## config.mk

```make
export PLATFORM = sky130hd
export DESIGN_NAME = wb_grf
export DESIGN_NICKNAME = d
export VERILOG_FILES = /design/src/rtl/wb_grf.sv
export SDC_FILE = /design/constraint.sdc
export NUM_CORES = 2
export LEC_CHECK = 0
export BUFFER_PORTS_ARGS = -buffer_cell sky130_fd_sc_hd__buf_2
export CAP_MARGIN = 20
export CORE_MARGIN = 1.5
export CORE_UTILIZATION = 55
export DETAILED_ROUTE_END_ITERATION = 10
export PLACE_DENSITY = 0.73
export SYNTH_ARGS = -nofsm -noshare
export SYNTH_HDL_FRONTEND = slang
export SYNTH_SLANG_ARGS = --single-unit
```

## constraint.sdc

```tcl
create_clock -name wb_grf_clk_W_i -period 9.9 [get_ports wb_grf_clk_W_i]
set_input_delay 0.495 -clock wb_grf_clk_W_i [delete_from_list [all_inputs] [get_ports wb_grf_clk_W_i]]
set_output_delay 0.495 -clock wb_grf_clk_W_i [all_outputs]
set_load 0.005 [all_outputs]
```

## src/rtl/wb_grf.sv

```systemverilog
// Write-back stage decode and 32x32 general register file with W->D bypass and retire counter.
// Latency: we/wa/wd/pc and read ports are combinational; storage and retire count update at posedge.
// Backpressure: none; the block accepts one W instruction every cycle.
module wb_grf #(
  parameter logic [31:0] RST_GP  = 32'h0000_1800,
  parameter logic [31:0] RST_SP  = 32'h0000_2ffc,
  // Reset value of the retire counter; 0 in any real pipeline, nonzero only to exercise wrap.
  parameter logic [31:0] RST_RET = 32'h0000_0000
) (
  input  logic        wb_grf_clk_W_i,
  input  logic        wb_grf_rstn_W_i,
  input  logic [31:0] wb_grf_str_W_i,
  input  logic [31:0] wb_grf_pc4_W_i,
  input  logic [31:0] wb_grf_alo_W_i,
  input  logic [31:0] wb_grf_dmd_W_i,
  input  logic [1:0]  wb_grf_eal_W_i,
  input  logic [4:0]  wb_grf_ra1_D_i,
  input  logic [4:0]  wb_grf_ra2_D_i,
  output logic [31:0] wb_grf_rd1_D_o,
  output logic [31:0] wb_grf_rd2_D_o,
  output logic        wb_grf_we_W_o,
  output logic [4:0]  wb_grf_wa_W_o,
  output logic [31:0] wb_grf_wd_W_o,
  output logic [31:0] wb_grf_pc_W_o,
  output logic [31:0] wb_grf_ret_W_o
);

  // Primary opcodes
  localparam logic [5:0] OP_SPECIAL = 6'h00;
  localparam logic [5:0] OP_JAL     = 6'h03;
  localparam logic [5:0] OP_ADDIU   = 6'h09;
  localparam logic [5:0] OP_ORI     = 6'h0d;
  localparam logic [5:0] OP_LUI     = 6'h0f;
  localparam logic [5:0] OP_LB      = 6'h20;
  localparam logic [5:0] OP_LH      = 6'h21;
  localparam logic [5:0] OP_LW      = 6'h23;
  localparam logic [5:0] OP_LBU     = 6'h24;
  localparam logic [5:0] OP_LHU     = 6'h25;

  // SPECIAL function codes
  localparam logic [5:0] FN_SLL  = 6'h00;
  localparam logic [5:0] FN_ADDU = 6'h21;
  localparam logic [5:0] FN_SUBU = 6'h23;
  localparam logic [5:0] FN_OR   = 6'h25;
  localparam logic [5:0] FN_SLT  = 6'h2a;

  logic [5:0]  op;
  logic [5:0]  funct;
  logic [4:0]  rt;
  logic [4:0]  rd;
  logic        is_bubble;

  logic [7:0]  ld_byte;
  logic [15:0] ld_half;

  logic        wr_dec;
  logic [4:0]  wa_dec;
  logic [31:0] wd_dec;
  logic        we;

  logic [31:0] regs [32];
  logic [31:0] ret_q;

  // The equal flag is produced upstream for branches; write-back has no use for it.
  logic        unused_eal_eq;
  assign unused_eal_eq = wb_grf_eal_W_i[1];

  assign op        = wb_grf_str_W_i[31:26];
  assign rt        = wb_grf_str_W_i[20:16];
  assign rd        = wb_grf_str_W_i[15:11];
  assign funct     = wb_grf_str_W_i[5:0];
  assign is_bubble = (wb_grf_str_W_i == 32'h0);

  // Select the addressed byte and halfword of the raw DM word for sub-word loads.
  always_comb begin
    ld_byte = 8'h00;
    case (wb_grf_alo_W_i[1:0])
      2'd0:    ld_byte = wb_grf_dmd_W_i[7:0];
      2'd1:    ld_byte = wb_grf_dmd_W_i[15:8];
      2'd2:    ld_byte = wb_grf_dmd_W_i[23:16];
      default: ld_byte = wb_grf_dmd_W_i[31:24];
    endcase
    ld_half = wb_grf_alo_W_i[1] ? wb_grf_dmd_W_i[31:16] : wb_grf_dmd_W_i[15:0];
  end

  // Decode destination register and write-back value; non-writers leave all three at zero.
  always_comb begin
    wr_dec = 1'b0;
    wa_dec = 5'd0;
    wd_dec = 32'h0;
    if (!is_bubble) begin
      case (op)
        OP_SPECIAL: begin
          case (funct)
            FN_ADDU, FN_SUBU, FN_OR, FN_SLL: begin
              wr_dec = 1'b1;
              wa_dec = rd;
              wd_dec = wb_grf_alo_W_i;
            end
            FN_SLT: begin
              wr_dec = 1'b1;
              wa_dec = rd;
              wd_dec = {31'b0, wb_grf_eal_W_i[0]};
            end
            default: begin
              wr_dec = 1'b0;
            end
          endcase
        end
        OP_ORI, OP_ADDIU, OP_LUI: begin
          wr_dec = 1'b1;
          wa_dec = rt;
          wd_dec = wb_grf_alo_W_i;
        end
        OP_LW: begin
          wr_dec = 1'b1;
          wa_dec = rt;
          wd_dec = wb_grf_dmd_W_i;
        end
        OP_LB: begin
          wr_dec = 1'b1;
          wa_dec = rt;
          wd_dec = {{24{ld_byte[7]}}, ld_byte};
        end
        OP_LBU: begin
          wr_dec = 1'b1;
          wa_dec = rt;
          wd_dec = {24'h0, ld_byte};
        end
        OP_LH: begin
          wr_dec = 1'b1;
          wa_dec = rt;
          wd_dec = {{16{ld_half[15]}}, ld_half};
        end
        OP_LHU: begin
          wr_dec = 1'b1;
          wa_dec = rt;
          wd_dec = {16'h0, ld_half};
        end
        OP_JAL: begin
          wr_dec = 1'b1;
          wa_dec = 5'd31;
          wd_dec = wb_grf_pc4_W_i + 32'd4;
        end
        default: begin
          wr_dec = 1'b0;
        end
      endcase
    end
  end

  // $0 is hardwired, so a decoded write to it never enables the file.
  assign we = wr_dec && (wa_dec != 5'd0);

  assign wb_grf_we_W_o  = we;
  assign wb_grf_wa_W_o  = wa_dec;
  assign wb_grf_wd_W_o  = wd_dec;
  assign wb_grf_pc_W_o  = wb_grf_pc4_W_i - 32'd4;
  assign wb_grf_ret_W_o = ret_q;

  // Register storage: reset loads gp/sp seeds and beats any same-edge write.
  always_ff @(posedge wb_grf_clk_W_i) begin
    if (!wb_grf_rstn_W_i) begin
      for (int i = 0; i < 32; i++) begin
        if (i == 28)      regs[i] <= RST_GP;
        else if (i == 29) regs[i] <= RST_SP;
        else              regs[i] <= 32'h0;
      end
    end else if (we) begin
      regs[wa_dec] <= wd_dec;
    end
  end

  // Retire counter: counts every non-bubble instruction leaving W, wrapping naturally.
  always_ff @(posedge wb_grf_clk_W_i) begin
    if (!wb_grf_rstn_W_i) begin
      ret_q <= RST_RET;
    end else if (!is_bubble) begin
      ret_q <= ret_q + 32'd1;
    end
  end

  // Read ports: forward the W write in the same cycle so D never waits on write-back.
  always_comb begin
    if (wb_grf_ra1_D_i == 5'd0)
      wb_grf_rd1_D_o = 32'h0;
    else if (we && (wb_grf_ra1_D_i == wa_dec))
      wb_grf_rd1_D_o = wd_dec;
    else
      wb_grf_rd1_D_o = regs[wb_grf_ra1_D_i];

    if (wb_grf_ra2_D_i == 5'd0)
      wb_grf_rd2_D_o = 32'h0;
    else if (we && (wb_grf_ra2_D_i == wa_dec))
      wb_grf_rd2_D_o = wd_dec;
    else
      wb_grf_rd2_D_o = regs[wb_grf_ra2_D_i];
  end

endmodule
```

==> impl_metrics.ini <==
[outcome]
status = finished, final reports clean

[global_routing]
grt_max_degree = 147
grt_antenna_before_repair = 5
grt_pass1_wl_um = 267000
grt_usage = 0.364
grt-ovfl-total = 0
grt_pass1_vias = 38600

[cts]
cts_buffer_depth = 3
cts_repair_resize_count = 0
ctsHoldBuffers = 0
clkTransAtPathRegs_ns = 0.06
clk_latency_ns = 0.69
root_buffer = clkbuf_16
cts_inserted_buffers = 109
cts_sinks = 1056
cts_tree = yes
htree_levels = 3
post-cts-setup-buffer-count = 0

[placed_design]
placed_cell_area_um2 = 59200
place_ws_ns = 4.55
dp_hpwl_um = 110000
io_buffers = 306
place_congestion = 0.931

[timing]
holdWs_ns = 0.523
tns_ns = 0
fin_skew_ns = 0.00644
rsz0062_at_grt = no
finalSetupViolations = 0
worst_slew_pin_slew_ns = 1.22
hold_violations = 0
max_freq_mhz = 198
slew_headroom = 0.181
min_period_ns = 5.05
slew_viol_final = 0
min_period_over_period = 0.510
layout_setup_ws_ns = 4.85

[yosys]
synth-main-ff-cell = edfxtp_1
ys_ff_latch = 1056
synth_xor_area_frac = 0.0146
netlist_area_um2 = 56300
synth_edf_count = 1024
postSynthAreaPerCell_um2 = 14.4
yosys_warnings = 0
synth_compound_area_frac = 0.0322
synth_fa_ha_area_frac = 0.000666
syn_inst = 3921
ys_top_cells_by_area = edfxtp_1 (55%), mux4_2 (26%), nor2_1 (7.0%), clkbuf_1 (2.5%), dfxtp_1 (1.1%)
synth_top_area_frac = 0.546
synth_seq_area_share = 0.557
async_reset_ff_frac = 0
synthSimpleGateAreaFrac = 0.102
synth_area_leader_cell = edfxtp_1
synth.distinct_cells = 57
synth.most_common_cell = nor2_1
synth.area.mux_share = 0.259
synth_top_family_by_area = multiplexers
synth_common_cells = nor2_1 (1052), edfxtp_1 (1024), mux4_2 (648)

[detailed_routing]
antenna_left = 0
wl_per_cell_um = 34.3
first_pass_iters = 9
drtIter0Drc = 6510
vias = 39500
totalWireLength_um = 189000
viasPerCell = 7.17
drcViolationCount = 0

[final_layout]
synthToLayoutAreaGrowth_pct = 11.5
multi_input_area_um2 = 23400
fin_nets = 4185
drive_gt1_frac = 0.323
ff_latch_area_um2 = 31400
final_cell_area_um2 = 62800
fill_cells = 7385

[worst_setup_path]
cp.required_ns = 9.41
startpoint_type = input port
worstPathCellList = buf_8, buf_4, buf_12, mux4_2, mux4_2, nor2b_1, a221oi_1, a211oi_1, buf_2
crit_fanout = 80
slowest_stage = buf_4
critical_path_arrival_ns = 4.55
end_kind = output port
max_stage_delay_ns = 0.77
path_class = in2out
path_common_cell = mux4_2

[floorplan]
die_height_um = 323
dieArea_um2 = 104000
num_io_pins = 308
die_x_um = 323
start_util = 0.554
num_rows = 117
coreArea_um2 = 102000

[min_path]
hold_path_class = reg2reg

[job]
maxCapViolCount = 0

[power_and_ir_drop]
power.density_nw_per_um2 = 171
irDropWorstVdd_v = 0.000158
leakagePower_nw = 20.1
-- power breakdown --
group	total [mW]	switching, mW	internal, mW
registers	5.25	0.117	5.13
logic	1.39	0.760	0.632
clock network	4.09	1.80	2.29
-- kinds of logic (layout without fill, tap and decap cells) --
kind of cell	count (synthesis)	count (layout)
other cells	1	37
fa+ha+maj	3	3
simple gates	1398	1398
buf+inv	497	674
mux	650	650
flops	1056	1056
compound gates	222	222
xor+xnor	94	94
-- layout make-up --
class                   count  share of cell area
flip-flops and latches   1056               0.500
clock buffers             126              0.0448
diodes                      5            0.000199
inverters                  50             0.00299
well taps                1368              0.0272
multi-input cells        2399               0.372
repair buffers            424              0.0423
clock inverters            74              0.0108
-- registers in the layout, summed over array words and instances, names as in the netlist --
name and count:
wb_grf_ret_W_o 32, regs 1024
-- per-layer routing --
metal | global-route usage | vias to the layer above | part of all wire
met5 | 0 | - | 0.000069
met4 | 0.201 | 2 | 0.063
met3 | 0.106 | 635 | 0.15
met2 | 0.551 | 3497 | 0.46
met1 | 0.477 | 20000 | 0.33
li1 | - | 15300 | -
-- cells in the final DEF (no fill, tap or decap), types with 31 or more instances in the layout --
cell | synthesis | layout
a211oi_1 | 65 | 64
a221oi_1 | 73 | 73
buf_2 | 28 | 296
buf_4 | 2 | 107
clkbuf_16 | 0 | 110
conb_1 | 1 | 32
dfxtp_1 | 32 | 32
edfxtp_1 | 1024 | 1024
inv_1 | 47 | 47
mux4_2 | 648 | 648
nand2_1 | 152 | 91
nand2_2 | 0 | 61
nand3_1 | 31 | 31
nor2_1 | 1052 | 1052
nor2b_1 | 68 | 68
xnor2_1 | 52 | 52
xor2_1 | 42 | 42
-- metrics by stage --
step	utilization	std cells	power, mW
floorplan	-	3952	6.15
global placement	0.581	5286	6.63
detailed placement	0.582	5291	6.68
CTS	0.616	5491	10.7
global route	0.617	5498	11.0
finish	0.618	5502	10.7
-- worst max-delay path, delay by kind of cell --
kind | cells | cell delay (ns)
and+or+nand+nor | 1 | 0.21
buffers and inverters | 4 | 1.96
muxes | 2 | 1.13
AOI/OAI and AO/OA | 2 | 0.49
-- path summary, 6_finish.rpt --
check                                               startpoint                         endpoint  slack, ns  cells after the start
worst max-delay path                         wb_grf_ra2_D_i[0]                wb_grf_rd2_D_o[4]       4.85                      9
worst min-delay path            wb_grf_ret_W_o[9]$_SDFFE_PN0P_   wb_grf_ret_W_o[9]$_SDFFE_PN0P_       0.52                      2
worst max register to register  wb_grf_ret_W_o[3]$_SDFFE_PN0P_  wb_grf_ret_W_o[27]$_SDFFE_PN0P_       7.42                      9
worst min register to register  wb_grf_ret_W_o[9]$_SDFFE_PN0P_   wb_grf_ret_W_o[9]$_SDFFE_PN0P_       0.52                      2
Note: power is estimated with default switching activity, not from simulation.
